## src/rtl/fetch_stage_pkg.sv

```systemverilog
// Shared constants for the LEGv8 fetch stage: default widths, the canonical
// NOP word and the instruction field bounds used by fetch and branch logic.
package fetch_stage_pkg;

  localparam int ADDR_W_DEF  = 64;
  localparam int INSTR_W_DEF = 32;

  // Opcode field handed to the decoder
  localparam int OPC_W   = 11;
  localparam int OPC_MSB = 31;
  localparam int OPC_LSB = 21;

  // Branch immediate fields: imm26 for B/BL, imm19 for CBZ/CBNZ/B.cond
  localparam int IMM26_MSB = 25;
  localparam int IMM26_LSB = 0;
  localparam int IMM19_MSB = 23;
  localparam int IMM19_LSB = 5;

  // ADD XZR, XZR, XZR: architecturally harmless filler for bubbles
  localparam logic [31:0] NOP_INSTR = 32'h8B1F_03FF;

  function automatic logic [OPC_W-1:0] opcode_of(input logic [31:0] instr);
    return instr[OPC_MSB:OPC_LSB];
  endfunction

endpackage

```

## src/rtl/fetch_stage_if.sv

```systemverilog
// Bundle between the fetch stage and its surroundings: instruction memory
// port, branch resolution inputs from ID/hazard unit, and the IF/ID outputs.
interface fetch_stage_if #(
  parameter int ADDR_W  = 64,
  parameter int INSTR_W = 32
);

  // Hazard and branch-resolution controls
  logic               stall;
  logic               br_taken;
  logic               uncond_br;
  logic               breg_sig;
  logic [ADDR_W-1:0]  reg_target;

  // Instruction memory (combinational read)
  logic [ADDR_W-1:0]  imem_addr;
  logic [INSTR_W-1:0] imem_rdata;

  // Fetch PC and IF/ID pipeline register contents
  logic [ADDR_W-1:0]  pc;
  logic [INSTR_W-1:0] if_id_instr;
  logic [ADDR_W-1:0]  if_id_pc;
  logic               if_id_valid;
  logic [10:0]        opcode;
  logic [ADDR_W-1:0]  link_addr;

  modport master (
    input  stall, br_taken, uncond_br, breg_sig, reg_target, imem_rdata,
    output imem_addr, pc, if_id_instr, if_id_pc, if_id_valid, opcode, link_addr
  );

  modport slave (
    output stall, br_taken, uncond_br, breg_sig, reg_target, imem_rdata,
    input  imem_addr, pc, if_id_instr, if_id_pc, if_id_valid, opcode, link_addr
  );

endinterface

```

## src/rtl/fetch_stage_branch_target_calc.sv

```systemverilog
// Branch target generator: sign-extends the word offset of the instruction in
// ID, adds it to that instruction's PC, or selects an aligned register target
// for BR. Purely combinational so a future predictor can reuse it.
module branch_target_calc
  import fetch_stage_pkg::*;
#(
  parameter int ADDR_W = ADDR_W_DEF
) (
  input  logic [IMM26_MSB:IMM26_LSB] imm_field,
  input  logic [ADDR_W-1:0]          base_pc,
  input  logic                       uncond_br,
  input  logic                       breg_sig,
  input  logic [ADDR_W-1:0]          reg_target,
  output logic [ADDR_W-1:0]          target
);

  // Word offsets are counted in instructions, hence the shift by 2
  function automatic logic signed [ADDR_W-1:0] word_off26(input logic signed [25:0] imm);
    logic signed [ADDR_W-1:0] ext;
    ext = ADDR_W'(imm);
    return ext <<< 2;
  endfunction

  function automatic logic signed [ADDR_W-1:0] word_off19(input logic signed [18:0] imm);
    logic signed [ADDR_W-1:0] ext;
    ext = ADDR_W'(imm);
    return ext <<< 2;
  endfunction

  // Target select: BR register wins, else PC-relative by immediate size; adds wrap
  always_comb begin
    target = base_pc;
    if (breg_sig) begin
      target = reg_target & ~ADDR_W'(3);
    end else if (uncond_br) begin
      target = base_pc + $unsigned(word_off26(imm_field[IMM26_MSB:IMM26_LSB]));
    end else begin
      target = base_pc + $unsigned(word_off19(imm_field[IMM19_MSB:IMM19_LSB]));
    end
  end

endmodule

```

## src/rtl/fetch_stage.sv

```systemverilog
// LEGv8 instruction fetch stage: PC register, next-PC selection and the IF/ID
// pipeline register. Branches resolve in ID; the instruction fetched in the
// resolving cycle is the delay slot and is either kept or squashed.
module fetch_stage
  import fetch_stage_pkg::*;
#(
  parameter int                ADDR_W     = ADDR_W_DEF,
  parameter int                INSTR_W    = INSTR_W_DEF,
  parameter logic [ADDR_W-1:0] RESET_PC   = '0,
  parameter bit                DELAY_SLOT = 1'b1
) (
  input  logic          clk,
  input  logic          reset,
  fetch_stage_if.master fif
);

  // Fetch-side state (stage 0)
  logic [ADDR_W-1:0]  pc_p0;
  logic [ADDR_W-1:0]  next_pc_p0;

  // IF/ID register contents (stage 1)
  logic [INSTR_W-1:0] instr_p1;
  logic [ADDR_W-1:0]  pc_p1;
  logic               vld_p1;

  logic [ADDR_W-1:0]  target_p1;
  logic               take_p1;

  branch_target_calc #(
    .ADDR_W(ADDR_W)
  ) u_target (
    .imm_field  (instr_p1[IMM26_MSB:IMM26_LSB]),
    .base_pc    (pc_p1),
    .uncond_br  (fif.uncond_br),
    .breg_sig   (fif.breg_sig),
    .reg_target (fif.reg_target),
    .target     (target_p1)
  );

  // A bubble never redirects, and a stalled decoder's operands are not trusted
  assign take_p1 = fif.br_taken & vld_p1 & ~fif.stall;

  // Next-PC mux: hold on stall, redirect on a taken branch, otherwise sequential
  always_comb begin
    next_pc_p0 = pc_p0 + ADDR_W'(4);
    if (fif.stall) begin
      next_pc_p0 = pc_p0;
    end else if (take_p1) begin
      next_pc_p0 = target_p1;
    end
  end

  // ---- stage 0 -> stage 1 boundary: PC register ----
  // PC register; reset overrides any redirect resolving in the same cycle
  always_ff @(posedge clk) begin
    if (reset) begin
      pc_p0 <= RESET_PC;
    end else begin
      pc_p0 <= next_pc_p0;
    end
  end

  // ---- stage 1 boundary: IF/ID register ----
  // IF/ID register: hold on stall, squash the delay slot when slots are disabled
  always_ff @(posedge clk) begin
    if (reset) begin
      instr_p1 <= NOP_INSTR;
      pc_p1    <= '0;
      vld_p1   <= 1'b0;
    end else if (!fif.stall) begin
      pc_p1 <= pc_p0;
      if (take_p1 && !DELAY_SLOT) begin
        instr_p1 <= NOP_INSTR;
        vld_p1   <= 1'b0;
      end else begin
        instr_p1 <= fif.imem_rdata;
        vld_p1   <= 1'b1;
      end
    end
  end

  assign fif.imem_addr   = pc_p0;
  assign fif.pc          = pc_p0;
  assign fif.if_id_instr = instr_p1;
  assign fif.if_id_pc    = pc_p1;
  assign fif.if_id_valid = vld_p1;
  assign fif.opcode      = opcode_of(instr_p1);
  assign fif.link_addr   = pc_p1 + ADDR_W'(4);

endmodule

```

## src/flat_wrapper.sv

```systemverilog
// flat-port wrapper written by rule: the top's interface ports become plain ports
module fetch_stage_flat import fetch_stage_pkg::*;
#(
  parameter int                ADDR_W     = ADDR_W_DEF,
  parameter int                INSTR_W    = INSTR_W_DEF,
  parameter logic [ADDR_W-1:0] RESET_PC   = '0,
  parameter bit                DELAY_SLOT = 1'b1
)
  (clk, reset, fif_stall, fif_br_taken, fif_uncond_br, fif_breg_sig, fif_reg_target, fif_imem_rdata, fif_imem_addr, fif_pc, fif_if_id_instr, fif_if_id_pc, fif_if_id_valid, fif_opcode, fif_link_addr);
  fetch_stage_if #(.ADDR_W(ADDR_W), .INSTR_W(INSTR_W)) fif_i ();
  input  logic clk;
  input  logic reset;
  input wire logic [$bits(fif_i.stall)-1:0] fif_stall;
  input wire logic [$bits(fif_i.br_taken)-1:0] fif_br_taken;
  input wire logic [$bits(fif_i.uncond_br)-1:0] fif_uncond_br;
  input wire logic [$bits(fif_i.breg_sig)-1:0] fif_breg_sig;
  input wire logic [$bits(fif_i.reg_target)-1:0] fif_reg_target;
  input wire logic [$bits(fif_i.imem_rdata)-1:0] fif_imem_rdata;
  output wire logic [$bits(fif_i.imem_addr)-1:0] fif_imem_addr;
  output wire logic [$bits(fif_i.pc)-1:0] fif_pc;
  output wire logic [$bits(fif_i.if_id_instr)-1:0] fif_if_id_instr;
  output wire logic [$bits(fif_i.if_id_pc)-1:0] fif_if_id_pc;
  output wire logic [$bits(fif_i.if_id_valid)-1:0] fif_if_id_valid;
  output wire logic [$bits(fif_i.opcode)-1:0] fif_opcode;
  output wire logic [$bits(fif_i.link_addr)-1:0] fif_link_addr;
  assign fif_i.stall = fif_stall;
  assign fif_i.br_taken = fif_br_taken;
  assign fif_i.uncond_br = fif_uncond_br;
  assign fif_i.breg_sig = fif_breg_sig;
  assign fif_i.reg_target = fif_reg_target;
  assign fif_i.imem_rdata = fif_imem_rdata;
  assign fif_imem_addr = fif_i.imem_addr;
  assign fif_pc = fif_i.pc;
  assign fif_if_id_instr = fif_i.if_id_instr;
  assign fif_if_id_pc = fif_i.if_id_pc;
  assign fif_if_id_valid = fif_i.if_id_valid;
  assign fif_opcode = fif_i.opcode;
  assign fif_link_addr = fif_i.link_addr;
  fetch_stage #(.ADDR_W(ADDR_W), .INSTR_W(INSTR_W), .RESET_PC(RESET_PC), .DELAY_SLOT(DELAY_SLOT)) u_core (.clk(clk), .reset(reset), .fif(fif_i));
endmodule
```

## config.mk

```make
export PLATFORM = sky130hd
export DESIGN_NAME = fetch_stage_flat
export DESIGN_NICKNAME = d
export VERILOG_FILES = /design/src/rtl/fetch_stage_pkg.sv /design/src/rtl/fetch_stage_if.sv /design/src/rtl/fetch_stage_branch_target_calc.sv /design/src/rtl/fetch_stage.sv /design/src/flat_wrapper.sv
export SDC_FILE = /design/constraint.sdc
export NUM_CORES = 1
export LEC_CHECK = 0
export ABC_CLOCK_PERIOD_IN_PS = 3850
export CORE_MARGIN = 1
export CORE_UTILIZATION = 45
export CTS_BUF_LIST = sky130_fd_sc_hd__clkbuf_2
export DETAILED_ROUTE_END_ITERATION = 8
export GPL_TIMING_DRIVEN = 0
export PLACE_DENSITY = 0.79
export SETUP_SLACK_MARGIN = 0.02
export SLEW_MARGIN = 20
export SYNTH_ARGS = -nofsm -noshare
export SYNTH_HDL_FRONTEND = slang
export SYNTH_SLANG_ARGS = --single-unit
```

## constraint.sdc

```tcl
create_clock -name clk -period 3.85 [get_ports clk]
set_clock_uncertainty 0.15 [all_clocks]
set_input_delay 0.385 -clock clk [delete_from_list [all_inputs] [get_ports clk]]
set_output_delay 0.385 -clock clk [all_outputs]
set_load 0.1 [all_outputs]
```

# Word level (Yosys, flattened, before mapping)
# Index checks and enable logic that the tools add are counted.
[op_classes]
n_addsub = 4
n_mul = 0
div_mod_pow = 0
order_cmp = 0
n_eq_ne = 0
shifts = 0
mux = 3
bitwise_logic = 3
n_reduce_logical = 0
[op_table]
columns = ["op", "count"]
rows = [
  ["two-way mux 64 bit", 3],
  ["adder 64 x 3 -> 64 bit, second input constant", 2],
  ["adder 64 bit", 2],
  ["bitwise AND 1 bit", 2],
  ["NOT 1 bit", 1],
]
[totals]
reg_bits = 161
latchBits = 0
ram_bits = 0
romBits = 0
in_bits = 102
out_inout_bits = 300
elab_cells = 14
mem_count = 0

# Depth between registers and ports, before layout
# Gate-level depths: netlist of the first run.
[logic_depth]
ltp_word = 4
mapped_depth = 15
mapped_depth_nobuf = 13

# Hierarchy
# From an unflattened synthesis of the first run, not the netlist that was laid out.
[hier_totals]
hier_cells = 1885
area_unflattened_um2 = 14057.2
[modules_own_cells]
columns = ["module", "n_inst", "cells_per_inst", "area_per_inst_um2", "seq_area_each_um2"]
rows = [
  ["fetch_stage", 1, 1191, 9556.7, 3223.1],
  ["branch_target_calc", 1, 694, 4500.6, 0.0],
]

# Least setup slack after synthesis of the first run
# Ideal clock, no wire load.
[synth_path]
path_kind = "flip-flop to output port"
from = "register u_core.pc_p1[13], in the netlist u_core.fif.if_id_pc[13]"
to = "output fif_link_addr[55]"
arrival_ns = 4.486
required_ns = 3.315
path_slack_ns = -1.171
stages_incl_launch_ff = 11
n_path_buf = 1
cell_sequence = "dfxtp_1 and4_1 nand4_1 nor3_1 and2_1 and3_1 buf_2 nand3_2 nor2_2 nand4_1 xnor2_1"
[synth_via]
elab_chain_len = 1
[synth_lines]
columns = ["item", "line", "source"]
rows = [
  ["start, declared", "fetch_stage.sv:23", "logic [ADDR_W-1:0] pc_p1;"],
  ["start signal, assigned", "fetch_stage.sv:71", "pc_p1 <= pc_p0;"],
  ["adder 64 x 3 -> 64 bit", "fetch_stage.sv:88", "assign fif.link_addr = pc_p1 + ADDR_W'(4);"],
  ["end, declared", "flat_wrapper.sv:25", "output wire logic [$bits(fif_i.link_addr)-1:0] fif_link_addr;"],
]
# No other way between the ends.

# Worst setup path after layout of the first run
[layout_path]
from = "register u_core.pc_p1[7], in the netlist u_core.fif.if_id_pc[7]"
to = "output fif_link_addr[63]"
# Same word-level chain as after synthesis.

==> impl.org, run 1 <==
** Outcome
- Outcome :: finished with violations
- The checks that failed: setup timing.

** Worst setup path
- Maximum net fanout on the critical path :: 7
- At the worst endpoint, the required time is 3310 ps.
- Ordered cell list for the critical path :: and4_4 > nand2_2 > nor2_4 > and2_4 > and3_4 > buf_8 > nand3_4 > nor2_4 > buf_12 > nand4_1 > xnor2_4 > buf_12
- Delay contributed by the slowest stage of the critical path :: 410 ps
- Launching element type of the critical path :: flip-flop
- The largest individual stage delay along the critical path comes from the cell dfxtp_4.
- The kind of cell with the highest combined delay along the critical path is simple AND/OR/NAND/NOR gates.
- Setup crit start :: u_core.fif.if_id_pc[7]$_SDFFE_PP0N_
- In this run the critical register-to-register path is captured at u_core.fif.imem_addr[57]$_SDFFE_PP0N_.
- Classification of the worst setup path :: reg -> out
- At the worst endpoint, the arrival time is around 3500 ps.
- The number of cells on the worst reg-to-reg path is 9.
- The worst register-to-register path begins at u_core.fif.if_id_valid$_SDFFE_PP0N_.
- Worst-case register-to-register setup slack :: 80 ps
- Number of buffers and inverters on the critical path :: 3
- Crit end category :: output port

** Logic synthesis
- After synthesis, the largest family of logic cells by area is simple AND/OR/NAND/NOR gates.
- Summing the areas of all fa, ha and maj instances in the mapped netlist gives between 5 and 6% of the synthesized area.
- Number of enable flip-flop cells after synthesis :: 0
- In the post-synthesis netlist, the biggest area contributors are dfxtp_1, mux2i_1, a21oi_1.
- Measured against the total synthesized area, the mux share comes to 9.00%.
- Synth unique cells :: 89
- Synthesized-area fraction occupied by ao, oa, aoi and oai cells :: 22.5%
- Flop and latch count out of synthesis :: between 150 and 200
- Synthesized-area fraction occupied by xor and xnor cells :: 7.02%
- Cell area after synthesis :: approximately 14000 um2
- Share of flip-flops with an asynchronous set or reset :: 0%
- After technology mapping, the gate count stands at 1844.
- Synth cell count leaders :: nand2_1, nor2_1, a21oi_1
- Sequential cells were found to cover between 20% and 30% of the synthesized design area.
- Most used DFF post-synth :: dfxtp_1
- Summing the areas of all and, or, nand and nor instances in the mapped netlist gives a little under a quarter of the synthesized area.
- Yosys printed 0 warnings.
- Net Count, Synth :: between 2k and 2.5k
- A synthesized cell averages 7.44 um2.
- Summed over all instances, the cell type with the most area after synthesis is dfxtp_1.
- In this run the biggest area consumer among cell types represents 23.5% of the synthesized area.

** Floorplan
- The die is 177 um wide.
- Starting density of the core :: approximately 46%
- Area enclosed by the die boundary :: about 31000 um2
- Measured along the y axis, the die boundary spans about 180 um.
- In this run the core area contains 63 standard-cell rows.
- Number of primary I/O pins :: roughly 400
- Core area :: between 20000 and 30000 um2

** STA
- For this run, the top clock speed supported by timing is around 250 MHz.
- Setup violations remaining at the end of the flow were counted as 13.
- Setup repair after global routing could not meet its margin everywhere.
- The routed design could run at a clock period as short as 4000 ps.
- Final worst slack :: -155 ps
- Headroom to the max-slew limit came out at 30.7%.
- Transition at the pin with the smallest max-transition slack :: 1040 ps
- The final critical path takes up 104% of the cycle.
- Across all hold checks on the routed design, the worst slack comes to 2.38 ps.
- Hold Violations, Final :: 0
- The final max-slew violation count was 0.

** Routing
- In the routed design, unresolved DRC markers number 0.
- Met2 WL post-DR :: 30.9 mm
- Drt via density :: 6.20
- Wire length per cell :: approximately 24 um
- Post-Route WL :: 66.5 mm
- In this run the top signal layer used is met4.
- After the first detailed-routing iteration, the DRC count stood at 2317.
- Total length of routed met3 wires :: 6.51 mm
- In the final routing, the length of wire on met1 measures 26.3 mm.
- DRT Pass-1 Iters :: 6
- The count of nets left with antenna violations once routing finished came out at 0.
- Across all layers, the routed design uses 17.0k vias.

** Placed design
- Placement-stage worst setup slack :: -1230 ps
- Routability-driven placement finished with a final weighted congestion of 0.978.
- Half-perimeter wire length after placement :: 49.5 mm
- Input and output buffers added on the ports amount to 397.

** Global route
- Via count of the first global-routing pass :: 15.8k
- The number of antenna violations at the first check in global routing is 1.
- The total overflow left after global routing is 0.
- Tot GR Track Use :: 41.0%
- First-pass GRT wire length :: 96.3 mm
- Maximum number of pins on one net before global-route repair :: 19

** Clock tree
- No sink is reached through more buffers than the 2 on the longest clock path.
- CTS placed an instance of clkbuf_2 at the clock tree root.
- In this run, CTS created clock tree buffers numbering 17.
- At the later pin of the worst-skew pair, clock insertion delay measures 880 ps.
- TritonCTS built the clock tree.
- Num Clock Sinks :: roughly 160
- The clock tree synthesis step divided the H-tree into 4 levels.
- Clock-pin slew was measured on the worst setup and hold paths at 280 ps.

** Min path
- The worst hold path belongs to the class in -> reg.
- Worst hold path depth :: 3
- End point of the worst hold path :: u_core.fif.if_id_instr[16]$_SDFFE_PP1N_
- Hold Startpoint :: fif_imem_rdata[16]

** Power
- IR analysis of the VDD net gives a maximum drop of 196 uV.
- PwrDens :: roughly 250 nW/um2
- The analysis attributes to cell leakage a power of 8.29 nW.

** Final layout
- The post-route netlist has between 15 and 20% of its cells at a drive strength greater than 1.
- Final-layout fill cell count :: 2494
- Synthesis-to-layout area growth :: 47.2%
- Post-layout util :: 67.8%
- Final #Nets :: about 2.5k

** Flow run
- Number of maximum-capacitance constraint violations :: 0
==> cells by family after synthesis <==
kind of cell	count (synthesis)
compound gates	489
xor+xnor	110
fa+ha+maj	64
buf+inv	212
flops	161
mux	121
simple gates	687
==> flip-flops by register name (all words and copies together), names as in the netlist <==
signal                  cells
u_core.fif.if_id_pc        64
u_core.fif.imem_addr       64
u_core.fif.if_id_instr     32
u_core.fif.if_id_valid      1
==> tightest hold or removal path: cells and delay by family <==
| family | cells | cell delay [ps] |
|---|---|---|
| buf+inv | 1 | 480 |
| mux | 1 | 70 |
| simple gates | 1 | 60 |
==> repair_timing <==
item	CTS	global route
gates resized for setup	346	72
gates cloned	1	0
buffers inserted	31	17
pin swaps	20	26
hold buffers	33	0
hold endpoints to repair	36	0
setup endpoints to repair	80	49
==> routing by layer <==
metal,vias up,GRT usage [%]
met2,1159,67.4
met4,0,17.9
met5,-,0
li1,7578,-
met1,8061,52.6
met3,181,6.79
==> cell usage in the layout, fill, tap and decap left out, drive strengths merged, types with 33 or more instances in the layout <==
| master | instances |
|---|---|
| a21o | 39 |
| a21oi | 167 |
| and3 | 37 |
| buf | 182 |
| clkbuf | 86 |
| clkdlybuf4s50 | 342 |
| dfxtp | 161 |
| dlygate4sd3 | 33 |
| ha | 63 |
| inv | 42 |
| mux2i | 102 |
| nand2 | 202 |
| nand3 | 83 |
| nand4 | 37 |
| nor2 | 201 |
| nor3 | 42 |
| o21ai | 105 |
| xnor2 | 72 |
| xor2 | 38 |
==> how the worst max path moves through the flow <==
stage / endpoint / slack [ps] / cells past startpoint
6_report: fif_link_addr[63] / -150 / 12
5_1_grt: fif_link_addr[63] / -220 / 12
4_1_cts: fif_link_addr[55] / -170 / 12
3_5_place_dp: u_core.fif.imem_addr[60]$_SDFFE_PP0N_ / -1230 / 15
3_3_place_gp: u_core.fif.imem_addr[60]$_SDFFE_PP0N_ / -1200 / 15
2_1_floorplan: fif_link_addr[50] / 8 / 9
==> final cells by class <==
cell class / instances / area (um2) / share of cell area (%)
buffer: 170 / 986 / 4.88
timing repair buffer: 478 / 4770 / 23.6
timing repair inverter: 1 / 6.26 / 0.0310
clock inverter: 15 / 173 / 0.855
tap: 390 / 488 / 2.42
inverter: 32 / 128 / 0.632
multi-input combinational: 1471 / 10200 / 50.7
sequential: 161 / 3310 / 16.4
antenna: 2 / 5.00 / 0.0248
clock buffer: 17 / 85.1 / 0.421
==> power breakdown <==
part	switching [mW]	leakage [nW]	internal (mW)
Combinational	1.43	6.81	0.607
Clock	0.773	0.153	0.326
Sequential	0.116	1.33	1.72
==> metrics by stage <==
stage,cells,setup TNS [ps],area (um2),power [mW]
2_1_floorplan,1844,0,14200,3.20
3_3_place_gp,2631,-48940,18700,3.78
3_5_place_dp,2631,-51160,18700,3.79
4_1_cts,2720,-427,19900,4.89
5_1_grt,2736,-1710,20200,5.09
6_report,2737,-973,20200,4.97
Note: power is estimated with default switching activity, not from simulation.
==> run 2, diff against run 1 <==
PLACE_DENSITY = 0.92   (was 0.79)
==> run 2 against run 1 <==
The flow finishes with violations (hold timing, setup timing). Worst setup slack better by 3.0 ps. Worst hold slack got worse by 10 ps. Critical path type unchanged. Via count rose by 0.82%. Critical path depth unchanged. Sequential cell count did not move. Cell count shrank 0.47%. Clock power shrank 6%. Wire length rose by 2.4%. Sequential share of layout area hardly changed. Non-clock buffer count fell by 14. Register-to-register slack worse by 60 ps. First-iteration DRC count is 1.7% lower.
==> impl.org, run 2 (synthesized netlist as in run 1, its figures left out) <==
** STA
- Final period util :: 104% (about the same)
- The final hold violation count came to 1 (+1).
- Remaining max-slew budget at the tightest pin :: 28.5% (-2.2 points)
- Transition at the pin with the smallest max-transition slack :: 1070 ps (+33.0 ps)
- Worst Hold Slack :: -8.06 ps (-10.4 ps)
- The final worst setup slack came to -152 ps (+2.98 ps).
- The final count of negative-setup-slack endpoints came to 12 (-1).
- Setup repair after global routing could not meet its margin everywhere.
- Max Slew Vio Count :: 0 (unchanged)
- Maximum achievable frequency :: 250 MHz (about the same)
- Minimum period implied by the final worst setup slack :: 4000 ps (-2.98 ps)

** Global route
- First-pass GRT wire length :: 97.4 mm (+1.0%)
- Total grt overflow :: 0 (unchanged)
- Via count of the first global-routing pass :: 16.0k (+0.81%)
- The number of antenna violations at the first check in global routing came to 1 (unchanged).
- Tot GR Track Use :: 41.4% (+0.40 points)
- Maximum number of pins on one net before global-route repair :: 37 (+18)

** Placed design
- The final weighted congestion in routability-driven placement is 0.971 (-0.75%).
- Port buffer count :: 397 (unchanged)
- The worst slack at placement came to -1220 ps (+11.8 ps).
- The count of placed standard cells including taps came to 2631 (unchanged).
- The half-perimeter wire length of the detailed placement result was 49.6 mm (+0.34%).

** Min path
- Hold Startpoint :: fif_imem_rdata[14]
- The worst hold path stage count was 3 (unchanged).
- End point of the worst hold path :: u_core.fif.if_id_instr[14]$_SDFFE_PP0N_
- The tightest min-delay check is of the in -> reg type.

** Final layout
- Synthesis-to-layout area growth :: 47.3% (about the same)
- Leading cell type in the layout, fill and taps excluded :: clkdlybuf4s50_1
- Final #Nets :: 2486 (-0.48%)
- The final instance count without filler cells came to 2724 (-0.47%).
- Fraction of final layout cells sized beyond drive strength 1 :: 18.3% (+0.78 points)
- The final cell utilization of the core was 67.8% (about the same).
- Commonest cells after routing, fill and taps aside :: clkdlybuf4s50_1, nand2_1, nor2_1

** Floorplan
- The y dimension of the die came to 177 um (unchanged).
- The standard-cell row count came to 63 (unchanged).
- Area enclosed by the die boundary :: 31200 um2 (unchanged)
- Core area :: 29800 um2 (unchanged)
- Die Width :: 177 um (unchanged)
- The I/O pin count came to 402 (unchanged).
- Starting density of the core :: 46.0% (unchanged)

** Worst setup path
- The worst-path maximum fanout is 8 (+1).
- Worst-case register-to-register setup slack :: 20 ps (-60 ps)
- Launching element type of the critical path :: flip-flop
- Crit end category :: output port
- Cell depth of the worst flop-to-flop path :: 12 (+3)
- The setup path with the least slack is of type reg -> out.
- The endpoint identified for the worst register-to-register timing path is u_core.fif.imem_addr[38]$_SDFFE_PP0N_.
- Startpoint of the lowest-slack register-to-register path :: u_core.fif.if_id_instr[0]$_SDFFE_PP1N_
- CP Data Required Time :: 3310 ps (about the same)
- The arrival time of data at the critical path endpoint is 3470 ps (about the same).

** Power
- PwrDens :: 244 nW/um2 (-0.87%)
- The maximum vdd ir drop is 196 uV (+0.10%).
- The leakage power figure is 8.34 nW (+0.60%).

** Routing
- The ratio of routed vias to standard cells is 6.28 (+1.3%).
- The post-route DRC violation count came to 0 (unchanged).
- The count of vias placed by the detailed router is 17.1k (+0.82%).
- The number of design-rule violations left by the first detailed-router iteration was 2278 (-1.7%).
- The number of nets with antenna violations after routing is 0 (unchanged).
- The total length of routed wires came to 68.1 mm (+2.4%).
- Wire length per cell :: 25.0 um (+2.9%)
- The first-pass iteration count of the detailed router is 6 (unchanged).

** Outcome
- The flow ran to the end, but the final reports show violations.
- Violations in the final reports :: hold timing, setup timing

** Clock tree
- Num Clock Sinks :: 161 (unchanged)
- Root Buffer :: clkbuf_2
- The clock tree buffer depth is 2 (unchanged).
- Clock tree from TritonCTS :: done
- Worst-Skew Late Latency :: 840 ps (-40 ps)
- Clock transition at the register clock pins on the worst setup and hold paths after CTS :: 350 ps (+70 ps)
- Total CTS buffers :: 17 (unchanged)
- The total number of H-tree levels was 4 (unchanged).

** Flow run
- The count of max-cap constraint violations was 0 (unchanged).
[run 2: cell types whose count changed in the layout (fill, tap and decap cells not counted), sizes merged]
| cell | before | now |
|---|---|---|
| dlygate4sd3 | 33 | 20 |
| clkdlybuf4s15 | 9 | 3 |
| buf | 182 | 178 |
| clkbuf | 86 | 90 |
| clkdlybuf4s18 | 2 | 6 |
| clkinv | 3 | 7 |
| dlymetal6s2s | 2 | 6 |
| dlygate4sd2 | 9 | 6 |
| bufinv | 2 | 0 |
| clkinvlp | 1 | 2 |
| diode | 2 | 1 |
| inv | 42 | 41 |
[run 2: routing by layer]
metal | up-vias | routed length (um) | share of wire (%) | GRT usage [%]
li1 | 7569 | - | - | -
met3 | 255 | 6960 | 10 | 8.55
met5 | - | 0 | 0 | 0
met1 | 8106 | 26000 | 38 | 51.6
met4 | 0 | 3990 | 5.9 | 20.4
met2 | 1189 | 31200 | 46 | 67.5
[run 2: cell type report]
class	instances	area, um2
flip-flops and latches	161	3310
clock inverters	15	148
plain buffers	168	977
repair inverters	3	26.3
well taps	390	488
repair buffers	466	4670
diodes	1	2.50
clock buffers	17	85.1
multi-input cells	1471	10400
inverters	32	133
fillers	2400	9590
[run 2: per-stage QoR]
stage | power [mW] | cell area (um2) | setup TNS, ps
floorplan | 3.20 | 14200 | 0
global route | 5.06 | 20200 | -3310
global placement | 3.78 | 18700 | -44440
detailed placement | 3.79 | 18700 | -47160
finish | 4.93 | 20200 | -1180
CTS | 4.79 | 19600 | -536
[run 2: worst max-delay path by stage]
stage	startpoint	end	slack, ps	depth (start not counted)
2_1_floorplan	u_core.fif.if_id_pc[8]$_SDFFE_PP0N_	fif_link_addr[50]	8	9
3_3_place_gp	fif_uncond_br	u_core.fif.imem_addr[60]$_SDFFE_PP0N_	-1190	15
3_5_place_dp	fif_uncond_br	u_core.fif.imem_addr[60]$_SDFFE_PP0N_	-1220	15
4_1_cts	u_core.fif.if_id_pc[6]$_SDFFE_PP0N_	fif_link_addr[63]	-190	12
5_1_grt	u_core.fif.if_id_pc[13]$_SDFFE_PP0N_	fif_link_addr[63]	-270	12
6_report	u_core.fif.if_id_pc[15]$_SDFFE_PP0N_	fif_link_addr[63]	-150	12
[run 2: where the power goes]
| part | switching (mW) | internal (mW) |
|---|---|---|
| Combinational | 1.45 | 0.616 |
| Sequential | 0.115 | 1.72 |
| Clock | 0.818 | 0.208 |
| Total | 2.39 | 2.54 |
[run 2: critical path, stage by stage (launching register included)]
cell and delay (ps):
dfxtp_4 430, and4_4 220, nand4_1 120, nor3_2 220, and2_4 190, and3_4 190
buf_8 130, nand3_4 120, nor2_4 140, buf_12 140, nand4_1 240, xnor2_4 260
buf_12 200
[run 2: repair_timing]
| item | 4_1_cts | 5_1_grt |
|---|---|---|
| gates cloned | 0 | 3 |
| setup endpoints to repair | 84 | 77 |
| setup buffers | 26 | 23 |
| hold buffers | 15 | 5 |
| hold endpoints to repair | 16 | 5 |
| resized for setup | 322 | 126 |
| pin swaps | 16 | 23 |
